### src/rtl/hazard_pkg.sv
// Shared types for the decode-stage hazard controller.
// Holds FSM states, scoreboard entry layout and the hit helper.
package hazard_pkg;

  typedef enum logic [1:0] {
    RUN,
    STALL,
    FLUSH,
    HALT
  } state_e;

  typedef struct packed {
    logic [2:0] sel;
    logic       wr;
  } sb_ent_t;

  localparam sb_ent_t BUBBLE = '{sel: 3'd0, wr: 1'b0};

  function automatic logic sb_hit(
    input sb_ent_t    e,
    input logic [2:0] r
  );
    return e.wr && (e.sel == r);
  endfunction

endpackage

### src/rtl/hazard_ctrl_if.sv
// Decode-side bundle between the pipeline and hazard_ctrl.
// master = pipeline, slave = controller.
interface hazard_ctrl_if #(
  parameter int CNT_W = 16
);
  logic             id_valid;
  logic [2:0]       id_src1_sel;
  logic             id_src1_rd;
  logic [2:0]       id_src2_sel;
  logic             id_src2_rd;
  logic [2:0]       id_dst_sel;
  logic             id_dst_wr;
  logic             id_halt;
  logic             br_taken;
  logic             stall;
  logic             nop_mech;
  logic             flush_ifid;
  logic             halted;
  logic [CNT_W-1:0] stall_cycles;
  logic             err;

  modport master (
    output id_valid, id_src1_sel, id_src1_rd,
    output id_src2_sel, id_src2_rd,
    output id_dst_sel, id_dst_wr,
    output id_halt, br_taken,
    input  stall, nop_mech, flush_ifid,
    input  halted, stall_cycles, err
  );

  modport slave (
    input  id_valid, id_src1_sel, id_src1_rd,
    input  id_src2_sel, id_src2_rd,
    input  id_dst_sel, id_dst_wr,
    input  id_halt, br_taken,
    output stall, nop_mech, flush_ifid,
    output halted, stall_cycles, err
  );
endinterface

### src/rtl/hazard_scoreboard.sv
// Two-entry destination tracker for the EX and MEM slots.
// Reports source hits and whether both slots are drained.
module hazard_scoreboard
  import hazard_pkg::*;
(
  input  logic       clk,
  input  logic       rst,
  input  sb_ent_t    ent_i,
  input  logic [2:0] src1_i,
  input  logic [2:0] src2_i,
  output logic       hit1_o,
  output logic       hit2_o,
  output logic       drained_o
);

  sb_ent_t sb0_q;
  sb_ent_t sb1_q;

  always_ff @(posedge clk or posedge rst) begin
    if (rst) begin
      sb0_q <= BUBBLE;
      sb1_q <= BUBBLE;
    end else begin
      sb0_q <= ent_i;
      sb1_q <= sb0_q;
    end
  end

  assign hit1_o = sb_hit(sb0_q, src1_i)
                | sb_hit(sb1_q, src1_i);
  assign hit2_o = sb_hit(sb0_q, src2_i)
                | sb_hit(sb1_q, src2_i);
  assign drained_o = ~sb0_q.wr & ~sb1_q.wr;

endmodule

### src/rtl/hazard_ctrl.sv
// Decode-stage sequencing: RAW stalls, branch flush, halt drain.
// Also keeps a saturating stall counter and sticky timeout error.
module hazard_ctrl
  import hazard_pkg::*;
#(
  parameter int FLUSH_CYC = 2,
  parameter int MAX_STALL = 3,
  parameter int CNT_W     = 16
) (
  input logic         clk,
  input logic         rst,
  hazard_ctrl_if.slave hz
);

  state_e           state_q, state_d;
  logic [1:0]       fcnt_q, fcnt_d;
  logic [CNT_W-1:0] scnt_q, scnt_d;
  logic [CNT_W-1:0] cyc_q, cyc_d;
  logic             err_q, err_d;
  logic             halted_q, halted_d;

  logic    hit1, hit2, drained;
  logic    hazard, issue, hz_stall;
  logic    stall, nop, flush;
  sb_ent_t ent;

  assign hazard = hz.id_valid
    & ((hz.id_src1_rd & hit1)
     | (hz.id_src2_rd & hit2));

  assign ent = issue
    ? '{sel: hz.id_dst_sel, wr: hz.id_dst_wr}
    : BUBBLE;

  hazard_scoreboard u_sb (
    .clk      (clk),
    .rst      (rst),
    .ent_i    (ent),
    .src1_i   (hz.id_src1_sel),
    .src2_i   (hz.id_src2_sel),
    .hit1_o   (hit1),
    .hit2_o   (hit2),
    .drained_o(drained)
  );

  always_comb begin
    state_d  = state_q;
    fcnt_d   = fcnt_q;
    stall    = 1'b0;
    nop      = 1'b0;
    flush    = 1'b0;
    issue    = 1'b0;
    hz_stall = 1'b0;
    unique case (state_q)
      RUN, STALL: begin
        if (hz.br_taken) begin
          flush   = 1'b1;
          nop     = 1'b1;
          fcnt_d  = 2'(FLUSH_CYC - 1);
          state_d = (FLUSH_CYC == 1) ? RUN : FLUSH;
        end else if (hazard) begin
          stall    = 1'b1;
          nop      = 1'b1;
          hz_stall = 1'b1;
          state_d  = STALL;
        end else begin
          issue   = hz.id_valid;
          state_d = (hz.id_valid & hz.id_halt)
                  ? HALT : RUN;
        end
      end
      FLUSH: begin
        flush = 1'b1;
        nop   = 1'b1;
        if (hz.br_taken) begin
          fcnt_d = 2'(FLUSH_CYC - 1);
        end else if (fcnt_q <= 2'd1) begin
          fcnt_d  = 2'd0;
          state_d = RUN;
        end else begin
          fcnt_d = fcnt_q - 2'd1;
        end
      end
      HALT: begin
        stall = 1'b1;
        nop   = 1'b1;
      end
      default: state_d = RUN;
    endcase
  end

  // stalled cycles only occur while staying in (or entering) STALL
  assign scnt_d = hz_stall
    ? scnt_q + CNT_W'(1) : '0;
  assign err_d = err_q
    | (scnt_q == CNT_W'(MAX_STALL));
  assign cyc_d = (hz_stall & ~(&cyc_q))
    ? cyc_q + CNT_W'(1) : cyc_q;
  assign halted_d = halted_q
    | ((state_q == HALT) & drained);

  always_ff @(posedge clk or posedge rst) begin
    if (rst) begin
      state_q  <= RUN;
      fcnt_q   <= 2'd0;
      scnt_q   <= '0;
      cyc_q    <= '0;
      err_q    <= 1'b0;
      halted_q <= 1'b0;
    end else begin
      state_q  <= state_d;
      fcnt_q   <= fcnt_d;
      scnt_q   <= scnt_d;
      cyc_q    <= cyc_d;
      err_q    <= err_d;
      halted_q <= halted_d;
    end
  end

  assign hz.stall        = stall & ~rst;
  assign hz.nop_mech     = nop & ~rst;
  assign hz.flush_ifid   = flush & ~rst;
  assign hz.halted       = halted_q;
  assign hz.stall_cycles = cyc_q;
  assign hz.err          = err_q;

endmodule
### src/flat_wrapper.sv
// flat-port wrapper written by rule: the top's interface ports become plain ports
module hazard_ctrl_flat import hazard_pkg::*;
#(
  parameter int FLUSH_CYC = 2,
  parameter int MAX_STALL = 3,
  parameter int CNT_W     = 16
)
  (clk, rst, hz_id_valid, hz_id_src1_sel, hz_id_src1_rd, hz_id_src2_sel, hz_id_src2_rd, hz_id_dst_sel, hz_id_dst_wr, hz_id_halt, hz_br_taken, hz_stall, hz_nop_mech, hz_flush_ifid, hz_halted, hz_stall_cycles, hz_err);
  hazard_ctrl_if #(.CNT_W(CNT_W)) hz_i ();
  input logic clk;
  input logic rst;
  input wire logic [$bits(hz_i.id_valid)-1:0] hz_id_valid;
  input wire logic [$bits(hz_i.id_src1_sel)-1:0] hz_id_src1_sel;
  input wire logic [$bits(hz_i.id_src1_rd)-1:0] hz_id_src1_rd;
  input wire logic [$bits(hz_i.id_src2_sel)-1:0] hz_id_src2_sel;
  input wire logic [$bits(hz_i.id_src2_rd)-1:0] hz_id_src2_rd;
  input wire logic [$bits(hz_i.id_dst_sel)-1:0] hz_id_dst_sel;
  input wire logic [$bits(hz_i.id_dst_wr)-1:0] hz_id_dst_wr;
  input wire logic [$bits(hz_i.id_halt)-1:0] hz_id_halt;
  input wire logic [$bits(hz_i.br_taken)-1:0] hz_br_taken;
  output wire logic [$bits(hz_i.stall)-1:0] hz_stall;
  output wire logic [$bits(hz_i.nop_mech)-1:0] hz_nop_mech;
  output wire logic [$bits(hz_i.flush_ifid)-1:0] hz_flush_ifid;
  output wire logic [$bits(hz_i.halted)-1:0] hz_halted;
  output wire logic [$bits(hz_i.stall_cycles)-1:0] hz_stall_cycles;
  output wire logic [$bits(hz_i.err)-1:0] hz_err;
  assign hz_i.id_valid = hz_id_valid;
  assign hz_i.id_src1_sel = hz_id_src1_sel;
  assign hz_i.id_src1_rd = hz_id_src1_rd;
  assign hz_i.id_src2_sel = hz_id_src2_sel;
  assign hz_i.id_src2_rd = hz_id_src2_rd;
  assign hz_i.id_dst_sel = hz_id_dst_sel;
  assign hz_i.id_dst_wr = hz_id_dst_wr;
  assign hz_i.id_halt = hz_id_halt;
  assign hz_i.br_taken = hz_br_taken;
  assign hz_stall = hz_i.stall;
  assign hz_nop_mech = hz_i.nop_mech;
  assign hz_flush_ifid = hz_i.flush_ifid;
  assign hz_halted = hz_i.halted;
  assign hz_stall_cycles = hz_i.stall_cycles;
  assign hz_err = hz_i.err;
  hazard_ctrl #(.FLUSH_CYC(FLUSH_CYC), .MAX_STALL(MAX_STALL), .CNT_W(CNT_W)) u_core (.clk(clk), .rst(rst), .hz(hz_i));
endmodule
### config.mk
export PLATFORM = sky130hd
export DESIGN_NAME = hazard_ctrl_flat
export DESIGN_NICKNAME = d
export VERILOG_FILES = /design/src/rtl/hazard_pkg.sv /design/src/rtl/hazard_ctrl_if.sv /design/src/rtl/hazard_scoreboard.sv /design/src/rtl/hazard_ctrl.sv /design/src/flat_wrapper.sv
export SDC_FILE = /design/constraint.sdc
export NUM_CORES = 1
export LEC_CHECK = 0
export BUFFER_PORTS_ARGS = -buffer_cell sky130_fd_sc_hd__buf_2
export CAP_MARGIN = 0
export CORE_MARGIN = 3
export CORE_UTILIZATION = 51
export CTS_BUF_LIST = sky130_fd_sc_hd__clkbuf_2
export DETAILED_ROUTE_END_ITERATION = 6
export GPL_TIMING_DRIVEN = 0
export PLACE_DENSITY = 0.85
export SLEW_MARGIN = 10
export SYNTH_ARGS = -nofsm -noshare
export SYNTH_HDL_FRONTEND = slang
export SYNTH_SLANG_ARGS = --single-unit
### constraint.sdc
create_clock -name clk -period 2.8 [get_ports clk]
set_input_delay 0.56 -clock clk [delete_from_list [all_inputs] [get_ports clk]]
set_output_delay 0.56 -clock clk [all_outputs]
set_load 0.005 [all_outputs]
Word level (Yosys, flattened, before mapping)
Cells that the tools add are included.
{"block": "word_totals", "in_bits": 17, "register_bits": 46, "output_inout_bits": 21, "elab_cells": 78}
{"block": "op_classes", "n_lt_le_gt_ge": 1, "bitwise_logic": 19, "n_reduce_logical": 11, "muxes": 23, "add_sub_neg": 3, "eq_ne": 11}
{"op": "adder 16 x 1 -> 16 bit, second input constant", "count": 2}
{"op": "== test 16 x 2 -> 1 bit, second input constant", "count": 1}
{"op": "two-way mux 16 bit", "count": 1}
{"op": "two-way mux 2 bit", "count": 8}
{"op": "AND reduction 16 bit", "count": 1}
{"op": "== test 3 bit", "count": 4}
{"op": "AND 1 bit", "count": 10}
{"op": "two-way mux 1 bit", "count": 8}
{"op": "case mux 2 bit (2 select lines)", "count": 2}
{"op": "case mux 1 bit (2 select lines)", "count": 3}
{"op": "OR 1 bit", "count": 5}
{"op": "== test 2 bit, second input constant", "count": 2}
{"op": "logical AND 1 bit", "count": 4}
{"op": "two-way mux 4 bit", "count": 1}
{"op": "inequality test 2 bit, second input constant", "count": 2}
{"op": "inverter 1 bit", "count": 4}
{"op": "OR reduction 2 bit", "count": 2}
{"op": "AND reduction 3 bit", "count": 1}
{"op": "== test 2 x 1 -> 1 bit, second input constant", "count": 1}
{"op": "<= comparator 2 x 1 -> 1 bit, second input constant", "count": 1}
{"op": "logical NOT 2 bit", "count": 1}
{"op": "inequality test 2 x 1 -> 1 bit, second input constant", "count": 1}
{"op": "AND reduction 2 bit", "count": 1}
{"op": "nonzero test 2 bit", "count": 1}
{"op": "subtractor 2 x 1 -> 2 bit, second input constant", "count": 1}

Logic depth before layout (Yosys ltp)
Gate-level depths: netlist (run 1).
{"block": "depth", "ltp_word": 10, "depth_mapped": 8, "depth_no_buf": 7}

By module
Synthesis (run 1) repeated with hierarchy kept, for this count alone.
{"block": "hier_totals", "hier_cells": 220, "hier_area_um2": 2338.5}
{"module": "hazard_ctrl", "area_per_inst_um2": 1993.2, "n_inst": 1, "seq_area_each_um2": 950.9, "cells_per_inst": 192}
{"module": "hazard_scoreboard", "area_per_inst_um2": 345.3, "n_inst": 1, "seq_area_each_um2": 200.2, "cells_per_inst": 28}

Worst setup path before layout (run 1)
No wires, ideal clock.
{"block": "synth_path", "kind": "input -> output", "startpoint": "in hz_id_src1_sel[1]", "endpoint": "out hz_stall", "stages": 6, "arrival_time_ps": 1482, "setup_slack_ps": 758, "t_required_ps": 2240, "cell_sequence": "xnor2_1 > and4_1 > o21ai_1 > nand2_1 > nand2_2 > a21oi_1"}
{"block": "synth_via", "elab_chain_cells": 10, "elab_cells_between_ends": 12, "classes_between": "2 x eq/ne; 3 x mux; 5 x bitwise; 2 x reduce/logical"}
{"element": "start: declaration", "line": "flat_wrapper.sv:13", "source": "input wire logic [$bits(hz_i.id_src1_sel)-1:0] hz_id_src1_sel;"}
{"element": "== test 3 bit", "line": "hazard_pkg.sv:23", "source": "return e.wr && (e.sel == r);"}
{"element": "logical AND 1 bit", "line": "hazard_pkg.sv:23"}
{"element": "OR 1 bit *", "line": "hazard_scoreboard.sv:30", "source": "| sb_hit(sb1_q, src1_i);"}
{"element": "AND 1 bit *", "line": "hazard_ctrl.sv:28", "source": "& ((hz.id_src1_rd & hit1)"}
{"element": "OR 1 bit *", "line": "hazard_ctrl.sv:29", "source": "| (hz.id_src2_rd & hit2));"}
{"element": "AND 1 bit *", "line": "hazard_ctrl.sv:28"}
{"element": "two-way mux 1 bit *", "line": "hazard_ctrl.sv:61", "source": "end else if (hazard) begin"}
{"element": "two-way mux 1 bit *", "line": "hazard_ctrl.sv:56", "source": "if (hz.br_taken) begin"}
{"element": "case mux 1 bit (2 select lines) *", "line": "hazard_ctrl.sv:54", "source": "unique case (state_q)"}
{"element": "AND 1 bit *", "line": "hazard_ctrl.sv:120", "source": "assign hz.stall = stall & ~rst;"}
{"element": "end: declaration", "line": "flat_wrapper.sv:21", "source": "output wire logic [$bits(hz_i.stall)-1:0] hz_stall;"}
Mark *: on every way between the ends. The rest lies on a longest branch, timed or not.

Final worst setup path (run 1)
{"block": "layout_path", "startpoint": "reg u_core.u_sb.sb0_q[2] in the netlist's numbering", "endpoint": "out hz_stall"}
{"block": "layout_via", "elab_chain_cells": 10, "elab_cells_between_ends": 14, "classes_between": "2 x eq/ne; 3 x mux; 7 x bitwise; 2 x reduce/logical"}
{"element": "start: declaration", "line": "hazard_scoreboard.sv:16", "source": "sb_ent_t sb0_q;"}
{"element": "start signal: assignment", "line": "hazard_scoreboard.sv:24", "source": "sb0_q <= ent_i;"}
{"element": "== test 3 bit", "line": "hazard_pkg.sv:23"}
{"element": "logical AND 1 bit", "line": "hazard_pkg.sv:23"}
{"element": "OR 1 bit (on tied branches)", "line": "hazard_scoreboard.sv:30, hazard_scoreboard.sv:32"}
{"element": "AND 1 bit (on tied branches)", "line": "hazard_ctrl.sv:28, hazard_ctrl.sv:29"}
{"element": "OR 1 bit *", "line": "hazard_ctrl.sv:29"}
{"element": "AND 1 bit *", "line": "hazard_ctrl.sv:28"}
{"element": "two-way mux 1 bit *", "line": "hazard_ctrl.sv:61"}
{"element": "two-way mux 1 bit *", "line": "hazard_ctrl.sv:56"}
{"element": "case mux 1 bit (2 select lines) *", "line": "hazard_ctrl.sv:54"}
{"element": "AND 1 bit *", "line": "hazard_ctrl.sv:120"}
Marked as above.

==> flow_metrics.tcl, run 1 <==
set metrics [dict create \
    p_leak_nw 1.22 \
    io_pins 38 \
    rows 23 \
    tightest_slew_ns 0.348 \
    setup_tns_ns 0 \
    final_cell_area_sq_um 2530 \
    cts_tree "built" \
    drtPass1Iterations 4 \
    final_net_count 268 \
    hpwl_mm 3.07 \
    critPathMaxFanout 7 \
    detail_route.wl_per_cell_microns 14.1 \
    synth_seq_area_share_pct 52.7 \
    drc_errors 0 \
    path_clk_slew_ns 0.20 \
    gp_congestion 0.857 \
    reg2reg_slack_ns 0.70 \
    dieHeight_microns 71.4 \
    regArea_sq_um 1150 \
    synth_edf_count 0 \
    start_util_pct 53.8 \
    core_sq_um 4060 \
    postSynthAreaPerCell_sq_um 10.8 \
    fmax_mhz 386 \
    synth_area_sq_um 2180 \
    placed_area_sq_um 2450 \
    vias_per_cell 5.45 \
    antenna_found_initial 0 \
    first_iter_violations 120 \
    routed_wl_mm 4.22 \
    drive_gt1_share_pct 22.4 \
    critPathKind "flop to output pin" \
    multi_input_area_sq_um 1000 \
    die_area_sq_um 5100 \
    cp-end-kind "output pin" \
    area_delta_synth_final_pct 16.0 \
    fin_skew_ns 0.0156 \
    synthArstFlopShare_pct 100 \
    fill_cells 318 \
    rsz0062_at_grt "no" \
    hold_viol 0 \
    synth-main-ff-cell "dfrtp_1" \
    cts_setup_buffers 0 \
    grt_start_max_net_pins 40 \
    arrival_ns 2.03 \
    overflow 0 \
    drv_slew 0 \
    yosys_warnings 0 \
    clock_path_buffers 2 \
    synthCells 203 \
    postRouteAntennaNets 0 \
    fin_crit_ns 2.59 \
    antennaDiodeCount 0 \
    grt_pass1_wl_mm 6.97 \
    vias 1634 \
    powerDensity_nw_per_um2 423 \
    portBuffers 37 \
    die_width_microns 71.4 \
    crit_required_ns 2.24 \
    setup_violations 0 \
    fin_util_pct 62.4 \
    ir_drop_uv 231 \
    slew_headroom_pct 76.7 \
    first_global_vias 1549 \
    min_period_over_period_pct 92.6 \
    cts.sinks 46 \
    grt_util_all_layers_pct 17.6 \
    worstHoldPathType "input port to flop" \
    h-tree-depth 2 \
    status "finished clean" \
    cts_made_buffers 5 \
    cts_root_buf "clkbuf_2" \
    maxCapViolCount 0 \
    ys_types 33 \
    syn_nets 222 \
    synth-seq-cells 46 \
    worstSetupStartpointType "flop" \
    clock_latency_ns 0.42 \
]
==> through the flow <==
step                      hold WS [ns]  total power, mW  setup slack [ns]  instances
after floorplan                  0.380            0.698             0.758        203
after global placement           0.401            0.718             0.297        290
after detailed placement         0.401            0.723             0.278        291
after CTS                        0.339             1.08            0.0344        300
after global routing             0.329             1.11            0.0343        300
final                            0.365             1.07             0.206        300
==> synthesized netlist by cell type, drive strengths merged (2+ instances only) <==
cell	n	area (sq um)
dfrtp	46	1150
xnor2	30	263
nor2	21	78.8
nand2	15	58.8
and3	11	68.8
nand3	11	55.1
nand4	11	68.8
xor2	11	96.3
and4	7	63.8
and2	6	40.0
a21oi	5	36.3
o21ai	5	25.0
inv	4	15.0
nor4	3	18.8
a41o	2	20.0
buf	2	18.8
ha	2	25.0
nor2b	2	12.5
==> area by class of cell <==
class                           instances  share of cell area [%]
Clock buffer                            7                    1.38
Inverter                                4                   0.593
Tap cell                               50                    2.47
Clock inverter                          1                    1.19
Buffer                                  3                   0.889
Timing Repair Buffer                   39                    8.49
Multi-Input combinational cell        150                    39.6
Sequential cell                        46                    45.4
==> cells by family after synthesis <==
| group | count (synthesis) | synth area share [%] |
|---|---|---|
| AO/OA/AOI/OAI | 15 | 4.81 |
| XOR/XNOR | 41 | 16.4 |
| adder cells (fa/ha/maj) | 2 | 1.15 |
| buffers and inverters | 7 | 1.72 |
| flip-flops | 46 | 52.7 |
| multiplexers | 1 | 0.516 |
| AND/OR/NAND/NOR | 91 | 22.6 |
==> flip-flops by register name, indices dropped and copies added, names as in the netlist <==
register / flops
u_core.hz.halted: 1
u_core.u_sb.sb1_q: 4
u_core.state_q: 2
u_core.hz.stall_cycles: 16
u_core.u_sb.sb0_q: 4
u_core.scnt_q: 16
u_core.hz.err: 1
u_core.fcnt_q: 2
==> critical path, stage by stage (launching register included) <==
cell and delay (ns):
dfrtp_1 0.46, xnor2_1 0.15, and4_1 0.21, o21ai_2 0.24, nand2_1 0.18, nand2_2 0.18, a21oi_1 0.08, buf_2 0.13
==> power by group <==
part | internal, mW | switching, mW | total (mW)
Sequential | 0.666 | 0.000447 | 0.667
Combinational | 0.0202 | 0.0260 | 0.0462
Clock | 0.159 | 0.199 | 0.358
Total | 0.845 | 0.226 | 1.07
==> path summary, 6_finish.rpt <==
kind | cells after the start | from | endpoint
max | 7 | u_core.u_sb.sb0_q[2] | hz_stall
max reg2reg | 8 | u_core.hz.stall_cycles[0] | u_core.hz.stall_cycles[3]
min in group asynchronous | 3 | rst | u_core.hz.stall_cycles[11]
max in group asynchronous | 4 | rst | u_core.scnt_q[14]
min reg2reg | 0 | u_core.u_sb.sb0_q[0] | u_core.u_sb.sb1_q[0]
min | 2 | hz_id_dst_wr | u_core.u_sb.sb0_q[0]
==> metal layers <==
layer	track usage, %	routed length (microns)	up-vias
met4	7.93	122	0
met1	22.9	1890	781
met2	26.6	1960	46
met5	0	0	-
li1	-	-	795
met3	6.17	246	12
==> placed cells by master, fill, tap and decap left out, types with 3 or more instances in the layout <==
| cell | count |
|---|---|
| a21oi_1 | 4 |
| nand4_1 | 11 |
| nor4_1 | 3 |
| and2_1 | 5 |
| xor2_1 | 11 |
| dfrtp_1 | 46 |
| buf_2 | 37 |
| clkbuf_2 | 7 |
| nand2_1 | 14 |
| nor2_1 | 21 |
| and3_1 | 11 |
| and4_1 | 6 |
| nand3_1 | 11 |
| inv_1 | 3 |
| xnor2_1 | 30 |
| o21ai_0 | 3 |
==> repair_timing <==
action | CTS | global route
gates resized for setup | 0 | 2
hold endpoints to repair | 2 | 0
endpoints found under the setup margin | 0 | 2
hold buffers | 1 | 0
Note: power is estimated with default switching activity, not from simulation.
==> run 2, diff against run 1 <==
--- a/config.mk
+++ b/config.mk
@@ -9,7 +9,7 @@
 export CAP_MARGIN = 0
 export CORE_MARGIN = 3
 export CORE_UTILIZATION = 51
-export CTS_BUF_LIST = sky130_fd_sc_hd__clkbuf_2
+export CTS_BUF_LIST = sky130_fd_sc_hd__clkbuf_16
 export DETAILED_ROUTE_END_ITERATION = 6
 export GPL_TIMING_DRIVEN = 0
 export PLACE_DENSITY = 0.85
==> run 2 against run 1 <==
Compared with the run above:
- clock power is 80% higher
- worst hold slack got worse by 0.16 ns
- core utilization is 2.0 points higher
- flip-flop and latch count did not move
- critical path depth unchanged
- global-route usage up 0.51 points
- die area unchanged
- combinational power fell by 4.3%
- sequential power about the same
==> flow_metrics.tcl, run 2 (same netlist as run 1, synthesis figures left out) <==
set metrics [dict create \
    final_net_count 267 \
    post-place-ws_ns 0.278 \
    internal_power_mw 1.10 \
    worstHoldPathType "input port to async pin" \
    min_period_over_period_pct 90.7 \
    gp_congestion 0.857 \
    hpwl_mm 3.07 \
    slew_headroom_pct 73.4 \
    most-common-layout-cells "dfrtp_1, buf_2, xnor2_1, nor2_1, nand2_1" \
    reg2reg_slack_ns 0.73 \
    fin_skew_ns 0.00383 \
    portBuffers 37 \
    die_area_sq_um 5100 \
    vias_per_cell 5.43 \
    final_common_cell "dfrtp_1" \
    power_switching_uw 256 \
    first_global_vias 1549 \
    detail_route.wl_per_cell_microns 14.2 \
    first_iter_violations 105 \
    path_clk_slew_ns 0.06 \
    report.power.total_mw 1.36 \
    setup_tns_ns 0 \
    status "finished clean" \
    cts_hold_buf 0 \
    rsz0062_at_grt "no" \
    area_delta_synth_final_pct 19.7 \
    fmax_mhz 394 \
    cts_resized 0 \
    r2r_end "u_core.hz.stall_cycles[3]" \
    arrival_ns 1.98 \
    p_sw_share_pct 18.9 \
    hold_viol 0 \
    fin_crit_ns 2.54 \
    p_leak_nw 1.25 \
    cts_made_buffers 5 \
    crit_required_ns 2.24 \
    clock_path_buffers 2 \
    maxCapViolCount 0 \
    start_util_pct 53.8 \
    vias 1623 \
    die_width_microns 71.4 \
    grt_util_all_layers_pct 18.1 \
    worstSetupStartpointType "flop" \
    grt_start_max_net_pins 40 \
    h-tree-depth 2 \
    p_seq_share_pct 49.1 \
    drtPass1Iterations 4 \
    drc_errors 0 \
    antennaDiodeCount 0 \
    cp-end-kind "output pin" \
    core_sq_um 4060 \
    rows 23 \
    ff2ff_path_depth 8 \
    setup_slack_ns 0.260 \
    tightest_slew_ns 0.396 \
    critPathMaxFanout 7 \
    drive_gt1_share_pct 20.9 \
    cts_setup_buffers 0 \
    postRouteAntennaNets 0 \
    drv_slew 0 \
    clock_latency_ns 0.28 \
    io_pins 38 \
    clockPowerShare_pct 47.6 \
    powerDensity_nw_per_um2 518 \
    cts_tree "built" \
    setup_violations 0 \
    r2r-start "u_core.hz.stall_cycles[0]" \
    cts_root_buf "clkbuf_16" \
    grt_pass1_wl_mm 7.13 \
    power_frac_comb_pct 3.3 \
    overflow 0 \
    routed_wl_mm 4.25 \
    cts.sinks 46 \
    dieHeight_microns 71.4 \
    ir_drop_uv 269 \
    antenna_found_initial 0 \
    critPathKind "flop to output pin" \
]
[run 2: cell types whose count changed in the layout (fill, tap and decap cells not counted)]
cell and change:
dlygate4sd3_1 -1, clkbuf_16 +5, clkbuf_2 -7, o21ai_1 +2
o21ai_2 -2, inv_1 +2
[run 2: stage by stage]
stage               cells  hold WS (ns)  area, sq um  util [%]
floorplan             203         0.380         2180         -
global placement      290         0.401         2430      59.9
detailed placement    291         0.401         2450      60.4
CTS                   299         0.203         2610      64.4
global route          299         0.215         2610      64.4
finish                299         0.208         2610      64.4
[run 2: worst max-delay path by stage]
stage | slack, ns | cells past startpoint | startpoint | to
floorplan | 0.76 | 6 | hz_id_src1_sel[1] | hz_stall
global placement | 0.30 | 8 | hz_id_src1_sel[1] | hz_stall
detailed placement | 0.28 | 8 | hz_id_src1_sel[1] | hz_stall
CTS | 0.23 | 7 | u_core.u_sb.sb0_q[2] | hz_stall
global route | 0.10 | 7 | u_core.u_sb.sb0_q[2] | hz_stall
finish | 0.26 | 7 | u_core.u_sb.sb1_q[2] | hz_stall
[run 2: power by group through the flow]
stage | combinational, mW | sequential (mW) | clock (mW)
final | 0.0442 | 0.666 | 0.645
after global routing | 0.0505 | 0.666 | 0.685
after CTS | 0.0456 | 0.666 | 0.657
after detailed placement | 0.0453 | 0.678 | 0
after global placement | 0.0404 | 0.678 | 0
after floorplan | 0.0199 | 0.678 | 0
[run 2: per-layer routing]
| layer | track usage, % | vias to the layer above | routed length, microns |
|---|---|---|---|
| met2 | 27.1 | 46 | 1970 |
| met1 | 24.0 | 777 | 1960 |
| li1 | - | 793 | - |
| met3 | 5.47 | 7 | 233 |
| met5 | 0 | - | 0 |
| met4 | 8.98 | 0 | 81 |
[run 2: cell type report]
type | instances | area, sq um
timing repair buffer | 38 | 205
tap | 50 | 62.6
fill | 292 | 1440
multi-input combinational | 150 | 995
clock inverter | 3 | 37.5
buffer | 3 | 22.5
sequential | 46 | 1150
clock buffer | 5 | 125
inverter | 4 | 15.0
[run 2: worst max-delay path: stages (launching register included)]
cell and delay, ns:
dfrtp_1 0.40, xnor2_1 0.14, and4_1 0.20, o21ai_1 0.35, nand2_1 0.22, nand2_2 0.19, a21oi_1 0.08, buf_2 0.13
